File: src/rtl/pc_unit.sv
// rtl/pc_unit.sv - fetch-stage program counter with vector fetch, interrupt latching and return-address stack
module pc_unit #(
    parameter int ADDR_W         = 8,
    parameter int RAS_DEPTH      = 4,
    parameter int RESET_VEC_ADDR = 0,
    parameter int INT_VEC_ADDR   = 1,
    localparam int CW            = $clog2(RAS_DEPTH + 1)
) (
    input  logic              clk_i,
    input  logic              rst_i,
    input  logic              stall_i,
    input  logic              branch_taken_i,
    input  logic              call_i,
    input  logic              ret_i,
    input  logic              rti_i,
    input  logic              irq_i,
    input  logic [ADDR_W-1:0] branch_addr_i,
    input  logic [ADDR_W-1:0] mem_data_i,
    output logic [ADDR_W-1:0] pc_o,
    output logic              valid_o,
    output logic              vec_fetch_o,
    output logic              int_active_o,
    output logic [CW-1:0]     ras_count_o,
    output logic              ras_ovf_o,
    output logic              ras_unf_o
);

    localparam logic [ADDR_W-1:0] RST_VEC = ADDR_W'(RESET_VEC_ADDR);
    localparam logic [ADDR_W-1:0] INT_VEC = ADDR_W'(INT_VEC_ADDR);

    typedef enum logic [1:0] {
        ST_RVEC,
        ST_IVEC,
        ST_RUN
    } state_t;

    state_t            state_q, state_d;
    logic [ADDR_W-1:0] pc_q, pc_d;
    logic              int_active_q, int_active_d;
    logic              irq_pending_q, irq_pending_d;
    logic [CW-1:0]     ras_cnt_q, ras_cnt_d;
    logic              ras_ovf_q, ras_ovf_d;
    logic              ras_unf_q, ras_unf_d;
    logic [ADDR_W-1:0] ras_q [RAS_DEPTH];

    logic [ADDR_W-1:0] pc_inc;
    logic [ADDR_W-1:0] pop_val;
    logic [ADDR_W-1:0] push_val;
    logic              push_req;
    logic              push_en;
    logic              took;
    logic              take;
    logic              ras_full;
    logic              ras_empty;

    // Next-state selection: vector loads, control-transfer priority, RAS push/pop and irq latching
    always_comb begin
        state_d       = state_q;
        pc_d          = pc_q;
        int_active_d  = int_active_q;
        irq_pending_d = irq_pending_q;
        ras_cnt_d     = ras_cnt_q;
        ras_ovf_d     = ras_ovf_q;
        ras_unf_d     = ras_unf_q;
        push_req      = 1'b0;
        push_en       = 1'b0;
        push_val      = pc_q;
        took          = 1'b0;
        pop_val       = '0;
        pc_inc        = pc_q + ADDR_W'(1);
        ras_full      = (ras_cnt_q == CW'(RAS_DEPTH));
        ras_empty     = (ras_cnt_q == '0);
        take          = (irq_i | irq_pending_q) & ~int_active_q;

        for (int i = 0; i < RAS_DEPTH; i++) begin
            if (CW'(i) == ras_cnt_q - CW'(1)) begin
                pop_val = ras_q[i];
            end
        end

        if (!stall_i) begin
            unique case (state_q)
                ST_RVEC: begin
                    pc_d    = mem_data_i;
                    state_d = ST_RUN;
                end
                ST_IVEC: begin
                    pc_d         = mem_data_i;
                    int_active_d = 1'b1;
                    state_d      = ST_RUN;
                end
                ST_RUN: begin
                    if (rti_i || ret_i) begin
                        if (rti_i) begin
                            int_active_d = 1'b0;
                        end
                        if (ras_empty) begin
                            ras_unf_d = 1'b1;
                            pc_d      = pc_inc;
                        end else begin
                            pc_d      = pop_val;
                            ras_cnt_d = ras_cnt_q - CW'(1);
                        end
                    end else if (call_i) begin
                        push_req = 1'b1;
                        push_val = pc_inc;
                        pc_d     = branch_addr_i;
                    end else if (branch_taken_i) begin
                        pc_d = branch_addr_i;
                    end else if (take) begin
                        // Push the current pc so the interrupted instruction is re-fetched on rti
                        push_req = 1'b1;
                        push_val = pc_q;
                        pc_d     = INT_VEC;
                        took     = 1'b1;
                        state_d  = ST_IVEC;
                    end else begin
                        pc_d = pc_inc;
                    end
                end
                default: state_d = ST_RVEC;
            endcase
        end

        // A full stack drops the push but the jump itself still happens
        if (push_req) begin
            if (ras_full) begin
                ras_ovf_d = 1'b1;
            end else begin
                push_en   = 1'b1;
                ras_cnt_d = ras_cnt_q + CW'(1);
            end
        end

        // irq is remembered whenever it is not consumed on this edge, even while stalled
        if (took) begin
            irq_pending_d = 1'b0;
        end else if (irq_i) begin
            irq_pending_d = 1'b1;
        end
    end

    // Control state registers with synchronous reset
    always_ff @(posedge clk_i) begin
        if (rst_i) begin
            state_q       <= ST_RVEC;
            pc_q          <= RST_VEC;
            int_active_q  <= 1'b0;
            irq_pending_q <= 1'b0;
            ras_cnt_q     <= '0;
            ras_ovf_q     <= 1'b0;
            ras_unf_q     <= 1'b0;
        end else begin
            state_q       <= state_d;
            pc_q          <= pc_d;
            int_active_q  <= int_active_d;
            irq_pending_q <= irq_pending_d;
            ras_cnt_q     <= ras_cnt_d;
            ras_ovf_q     <= ras_ovf_d;
            ras_unf_q     <= ras_unf_d;
        end
    end

    // Return-address storage; entries above the count are don't-care so no reset is needed
    always_ff @(posedge clk_i) begin
        for (int i = 0; i < RAS_DEPTH; i++) begin
            if (!rst_i && push_en && (CW'(i) == ras_cnt_q)) begin
                ras_q[i] <= push_val;
            end
        end
    end

    assign pc_o         = pc_q;
    assign valid_o      = (state_q == ST_RUN);
    assign vec_fetch_o  = (state_q != ST_RUN);
    assign int_active_o = int_active_q;
    assign ras_count_o  = ras_cnt_q;
    assign ras_ovf_o    = ras_ovf_q;
    assign ras_unf_o    = ras_unf_q;

endmodule

File: config.mk
export PLATFORM = sky130hd
export DESIGN_NAME = pc_unit
export DESIGN_NICKNAME = d
export VERILOG_FILES = /design/src/rtl/pc_unit.sv
export SDC_FILE = /design/constraint.sdc
export NUM_CORES = 1
export LEC_CHECK = 0
export ABC_AREA = 1
export CORE_UTILIZATION = 35
export DETAILED_ROUTE_END_ITERATION = 7
export PLACE_DENSITY = 0.68
export SETUP_SLACK_MARGIN = 0.1
export SLEW_MARGIN = 20
export SYNTH_ARGS = -nofsm -noshare
export SYNTH_HDL_FRONTEND = slang
export SYNTH_SLANG_ARGS = --single-unit
File: constraint.sdc
create_clock -name clk_i -period 1.97 [get_ports clk_i]
set_input_delay 0.197 -clock clk_i [delete_from_list [all_inputs] [get_ports clk_i]]
set_output_delay 0.197 -clock clk_i [all_outputs]
set_load 0.01 [all_outputs]
==> qor.csv, run 1 <==
metric,value,unit
drt pass-1 iters,4,
post-route insts no fill,526,
worst r2r src,ras_count_o[1]$_SDFF_PP0_,
number of hold violations in the final report,0,
Psw,905.2,µW
Num CTS Buffers,5,
Starting Density,36.60,%
Worst Hold Class,flip-flop to flip-flop,
synth cell count leaders,"nand2_1, inv_1, edfxtp_1, a21oi_1, nand3_1",
via/cell ratio,4.684,
Routed WL,6.568,mm
"EDFF count, synth",32,
Reg power frac,44.4,%
R2R depth,13,
outcome,finished clean,
row cnt,32,
"area leader, netlist",edfxtp_1,
initial antenna violation count,0,
max-cap viol count,0,
vias,2464,
total die area,0.008530,mm²
I/O Buffers,39,
clk_lat worst skew,0.31,ns
Slew HR,78.92,%
Sw Ratio,34.48,%
RSZ-0062 raised after global routing,false,
worst reg2reg endpoint,pc_o[5]$_SDFFE_PP0P_,
Post-Route Setup TNS,0,ns
register area share after synthesis,45.53,%
"Arr. time, crit path",1.53,ns
slowest CP cell,clkdlybuf4s50_1,
Setup crit start,state_q[0]$_SDFFE_PP0P_,
die height,92.36,µm
layout cell share with drive strength beyond 1,16.98,%
"Slew Viols, Final",0,
Critical Path End Type,output pin,
CP required,1.77,ns
gr ovfl total,0,
TritonCTS clock tree,done,
Worst path max stage delay,0.50,ns
synth-to-layout area growth,28.11,%
Root Driver,clkbuf_8,
final setup violating endpoints,0,
Mapped Area,0.002858,mm²
final worst path period need,1.725,ns
largest net degree at the start of global routing,18,
worst-margin pin slew,0.3151,ns
P_leak,1.626,nW
Synth top area share,33.63,%
syn avg cell area,8.050,µm²
Mapped Nets,387,
Yosys Warn Count,0,
Placed Cells,518,
n_diodes,0,
Worst Skew,0.009523,ns
HP Start,ras_ovf_o$_SDFFE_PP0P_,
cell area after layout,0.003661,mm²
Comb pwr share,32.4,%
Tot GR Track Use,16.89,%
CTS H-tree lvls,2,
dpl hpwl,5.253,mm
first-pass GRT wire length,11.30,mm
synth unique cells,37,
post-DR wirelength/cell,12.49,µm
Post-synth top flop,edfxtp_1,
WHS Path Cells,2,
crit path launch type,flip-flop,
Worst-path clk slew,0.10,ns
Int Power,1.720,mW
worst-path maximum fanout,10,
final period utilization,87.58,%
critical path cell sequence,"inv_2, nand2_4, clkinv_4, clkdlybuf4s50_1",
Mapped Cells,355,
# IOs,40,
FMAX,0.5796,GHz
Nets,455,
Max clock buf depth,2,
First DRT Iteration DRCs,93,
ys async rst share,0,%
Post-route DRC,0,
#FFs+latches synth,49,
Worst VDD drop,0.3337,mV
r2r setup slk,0.25,ns
most instantiated library cell after synthesis,nand2_1,
Die X,92.36,µm
Core Region,0.007807,mm²
Placed Area,0.003558,mm²
Hold Path Sink,ras_ovf_o$_SDFFE_PP0P_,
via count of the first global-routing pass,2436,
Routed Antenna Nets,0,
synth top area cells,"edfxtp_1, nand2_1, dfxtp_1",
gp weighted congestion,0.9321,
Setup Crit Path Kind,flip-flop to output pin,
clock network fraction of total power,23.2,%
PwrDens,717.2,mW/mm²
# clock sinks,49,
[through the flow]
step / util (%) / setup WS, ns / hold WS [ns] / power (mW)
global placement: 45.58 / -0.005997 / 0.4396 / 2.006
floorplan: - / 0.06560 / 0.3417 / 1.734
CTS: 46.79 / 0.1632 / 0.4598 / 2.627
global route: 46.89 / 0.1004 / 0.4871 / 2.798
detailed placement: 45.58 / -0.02996 / 0.4428 / 2.024
finish: 46.89 / 0.2447 / 0.4560 / 2.626
[registers in the layout, summed over array words and instances, names as in the netlist]
signal and count:
int_active_o 1, irq_pending_q 1, pc_o 8, ras_count_o 3, ras_ovf_o 1, ras_q 32, ras_unf_o 1, state_q 2
[worst max-delay path by stage]
stage,endpoint,slack (ns)
global placement,ras_q[1][5]$_DFFE_PP_,-0.006
detailed placement,ras_q[1][5]$_DFFE_PP_,-0.03
floorplan,ras_q[1][0]$_DFFE_PP_,0.07
global route,pc_o[7]$_SDFFE_PP0P_,0.10
finish,valid_o,0.24
CTS,valid_o,0.16
[kinds of logic after synthesis]
kind of cell / after synthesis / share of synthesized area, %
mux: 1 / 0.3940
buf+inv: 53 / 7.749
compound gates: 61 / 12.17
xor+xnor: 4 / 1.226
fa+ha+maj: 8 / 3.503
simple gates: 179 / 29.42
flops: 49 / 45.53
[critical path: cells and delay by family (launching register included)]
family                 cells  cell delay (ns)
buffers and inverters      3             0.71
flip-flops                 1             0.38
AND/OR/NAND/NOR            1             0.13
[area by class of cell]
cell class	instances	area, µm²
Fill cell	747	4146
Multi-Input combinational cell	253	1345
Sequential cell	49	1304
Timing Repair Buffer	64	590.6
Inverter	50	198.9
Tap cell	102	127.6
Clock buffer	5	68.82
Clock inverter	3	26.28
[routing by layer]
layer / vias up / global-route usage [%] / routed length (µm)
met3: 9 / 3.777 / 285
met5: - / 0 / 0
met1: 1096 / 21.53 / 3122
met2: 60 / 28.33 / 3076
li1: 1299 / - / -
met4: 0 / 5.339 / 83
[cells in the final DEF, fill, tap and decap left out, drive strengths merged]
master,instances
mux2,1
o2bb2ai,2
clkinv,2
o21ai,31
edfxtp,32
clkbuf,5
and2,1
buf,25
a21oi,24
xor2,3
nor2,26
a31oi,1
nand3,23
nor3b,1
nor3,2
xnor2,1
inv,49
dfxtp,17
o21a,1
nand2,119
o22ai,1
nand4,6
a211oi,1
clkinvlp,2
clkdlybuf4s50,39
nand3b,1
ha,8
[power groups by stage]
stage | Clock [mW] | Sequential, mW | Combinational, mW
6_report | 0.610 | 1.17 | 0.850
4_1_cts | 0.622 | 1.16 | 0.840
3_5_place_dp | 0 | 1.19 | 0.836
5_1_grt | 0.672 | 1.17 | 0.954
3_3_place_gp | 0 | 1.19 | 0.819
2_1_floorplan | 0 | 1.20 | 0.533
[repair_timing]
item / 4_1_cts / 5_1_grt
hold buffers: 0 / 0
setup buffers: 0 / 0
resized for setup: 0 / 5
endpoints found under the setup margin: 0 / 26
Note: power is estimated with default switching activity, not from simulation.
==> run 2: changes to the inputs <==
==> constraint.sdc (replaced) <==
create_clock -name clk_i -period 1.97 [get_ports clk_i]
set_input_delay 0.197 -clock clk_i [delete_from_list [all_inputs] [get_ports clk_i]]
set_output_delay 0.197 -clock clk_i [all_outputs]
set_load 0.05 [all_outputs]
==> run 2 against run 1 <==
Net effect: combinational power is 15% higher; count of clock-buffer cells in the layout stayed put; first-iteration DRC count is 44% higher; utilization is 0.42 points higher; register-to-register slack worse by 0.04 ns; wire length is 1.4% higher.
==> qor.csv, run 2 (same netlist as run 1, synthesis figures left out) <==
metric,value,unit,change
"Arr. time, crit path",1.60,ns,+0.07 ns
Slew HR,66.21,%,-13 points
Reg power frac,41.5,%,-2.9 points
CTS H-tree lvls,2,,unchanged
Biggest register,ras_q,,
PwrDens,769.8,mW/mm²,+7.3%
initial antenna violation count,0,,unchanged
row cnt,32,,unchanged
Post-route DRC,0,,unchanged
Post-Route Setup TNS,0,ns,unchanged
Largest register FFs,32,,unchanged
First DRT Iteration DRCs,134,,+44%
Comb pwr share,34.3,%,+1.9 points
n_diodes,0,,unchanged
P_leak,1.672,nW,+2.9%
Worst Path Buf+Inv,1,,-2
vias,2489,,+1.0%
Tot GR Track Use,16.85,%,-0.035 points
"commonest non-fill, non-tap cell in the layout",nand2_1,,
I/O Buffers,39,,unchanged
Starting Density,36.60,%,unchanged
Worst Hold Class,flip-flop to flip-flop,,
die height,92.36,µm,unchanged
worst-margin pin slew,0.5060,ns,+0.1909 ns
Worst-path clk slew,0.09,ns,about the same
Routed Antenna Nets,0,,unchanged
drt pass-1 iters,4,,unchanged
Num CTS Buffers,5,,unchanged
Worst VDD drop,0.4683,mV,+40%
outcome,finished clean,,
Critical Path End Type,output pin,,
final setup violating endpoints,0,,unchanged
synth-to-layout area growth,29.25,%,
CP top delay family,buffers and inverters,,
clock network fraction of total power,24.2,%,+1.0 points
# IOs,40,,unchanged
Int Power,1.864,mW,+8.3%
Final Worst Setup Slack,0.1753,ns,-0.06939 ns
gr ovfl total,0,,unchanged
Worst Skew,0.01263,ns,+0.003102 ns
Nets,456,,+0.22%
via count of the first global-routing pass,2379,,-2.3%
first-pass GRT wire length,11.17,mm,-1.1%
TritonCTS clock tree,done,,
final hold slack,0.4591,ns,+0.003106 ns
Root Driver,clkbuf_8,,
Setup Crit Path Kind,flip-flop to output pin,,
total die area,0.008530,mm²,unchanged
Max clock buf depth,2,,unchanged
max-cap viol count,0,,unchanged
final worst path period need,1.795,ns,+0.06939 ns
dpl hpwl,5.289,mm,+0.68%
slowest CP cell,clkdlybuf4s50_1,,
Core Region,0.007807,mm²,unchanged
clk_lat worst skew,0.30,ns,about the same
FMAX,0.5572,GHz,-3.9%
Worst path max stage delay,0.85,ns,+0.35 ns
Routed WL,6.661,mm,+1.4%
most frequent cells in the layout,"nand2_1, inv_1, clkdlybuf4s50_1",,
largest net degree at the start of global routing,17,,-1
layout cell share with drive strength beyond 1,17.41,%,+0.43 points
gp weighted congestion,0.9328,,about the same
critical path cell sequence,clkdlybuf4s50_1,,
via/cell ratio,4.723,,+0.82%
Sw Ratio,34.45,%,about the same
Place WS,-0.03809,ns,-0.008121 ns
number of hold violations in the final report,0,,unchanged
crit path launch type,flip-flop,,
CTS Hold Bufs,0,,unchanged
Placed Cells,514,,-0.77%
"Slew Viols, Final",0,,unchanged
total power,2.843,mW,+8.3%
Psw,979.4,µW,+8.2%
post-route insts no fill,527,,+0.19%
RSZ-0062 raised after global routing,false,,
post-DR wirelength/cell,12.64,µm,+1.2%
CP required,1.77,ns,about the same
final period utilization,91.10,%,+3.5 points
# clock sinks,49,,unchanged
Die X,92.36,µm,unchanged
worst-path maximum fanout,6,,-4
run 2: through the flow:
stage	utilization [%]	area (µm²)
3_5_place_dp	45.05	3517
3_3_place_gp	45.05	3517
6_report	47.31	3694
4_1_cts	46.51	3631
5_1_grt	47.31	3694
2_1_floorplan	-	2867
run 2: per-layer routing:
metal | wire [µm] | part of all wire (%) | track usage [%] | vias to the layer above
li1 | - | - | - | 1298
met1 | 3074 | 46 | 21.53 | 1124
met2 | 3169 | 48 | 28.77 | 56
met3 | 303 | 4.5 | 2.874 | 11
met4 | 114 | 1.7 | 5.599 | 0
met5 | 0 | 0 | 0 | -
run 2: area by class of cell:
type                    count  area, µm²
flip-flops and latches     49       1311
multi-input cells         253       1354
clock inverters             3      41.29
clock buffers               5      68.82
well taps                 102      127.6
repair buffers             65      589.3
inverters                  50      201.4
fillers                   733       4114
run 2: path summary, 6_finish.rpt:
check             slack (ns)                       from                      to  depth (start not counted)
setup / recovery        0.18       pc_o[4]$_SDFFE_PP0P_                 pc_o[4]                          1
hold / removal          0.46     ras_ovf_o$_SDFFE_PP0P_  ras_ovf_o$_SDFFE_PP0P_                          2
setup reg to reg        0.21  ras_count_o[1]$_SDFF_PP0_    pc_o[1]$_SDFFE_PP0P_                         14
hold reg to reg         0.46     ras_ovf_o$_SDFFE_PP0P_  ras_ovf_o$_SDFFE_PP0P_                          2
run 2: power groups by stage:
stage	logic, mW	registers [mW]	clock network, mW
finish	0.975	1.18	0.689
global route	1.08	1.18	0.763
CTS	0.910	1.18	0.715
detailed placement	0.899	1.20	0
global placement	0.881	1.20	0
floorplan	0.548	1.28	0
run 2: what timing repair did:
| action | CTS | global route |
|---|---|---|
| cloned | 0 | 0 |
| pin swaps | 0 | 1 |
| gates resized for setup | 2 | 12 |
| endpoints found under the setup margin | 2 | 29 |
| setup buffers | 0 | 5 |
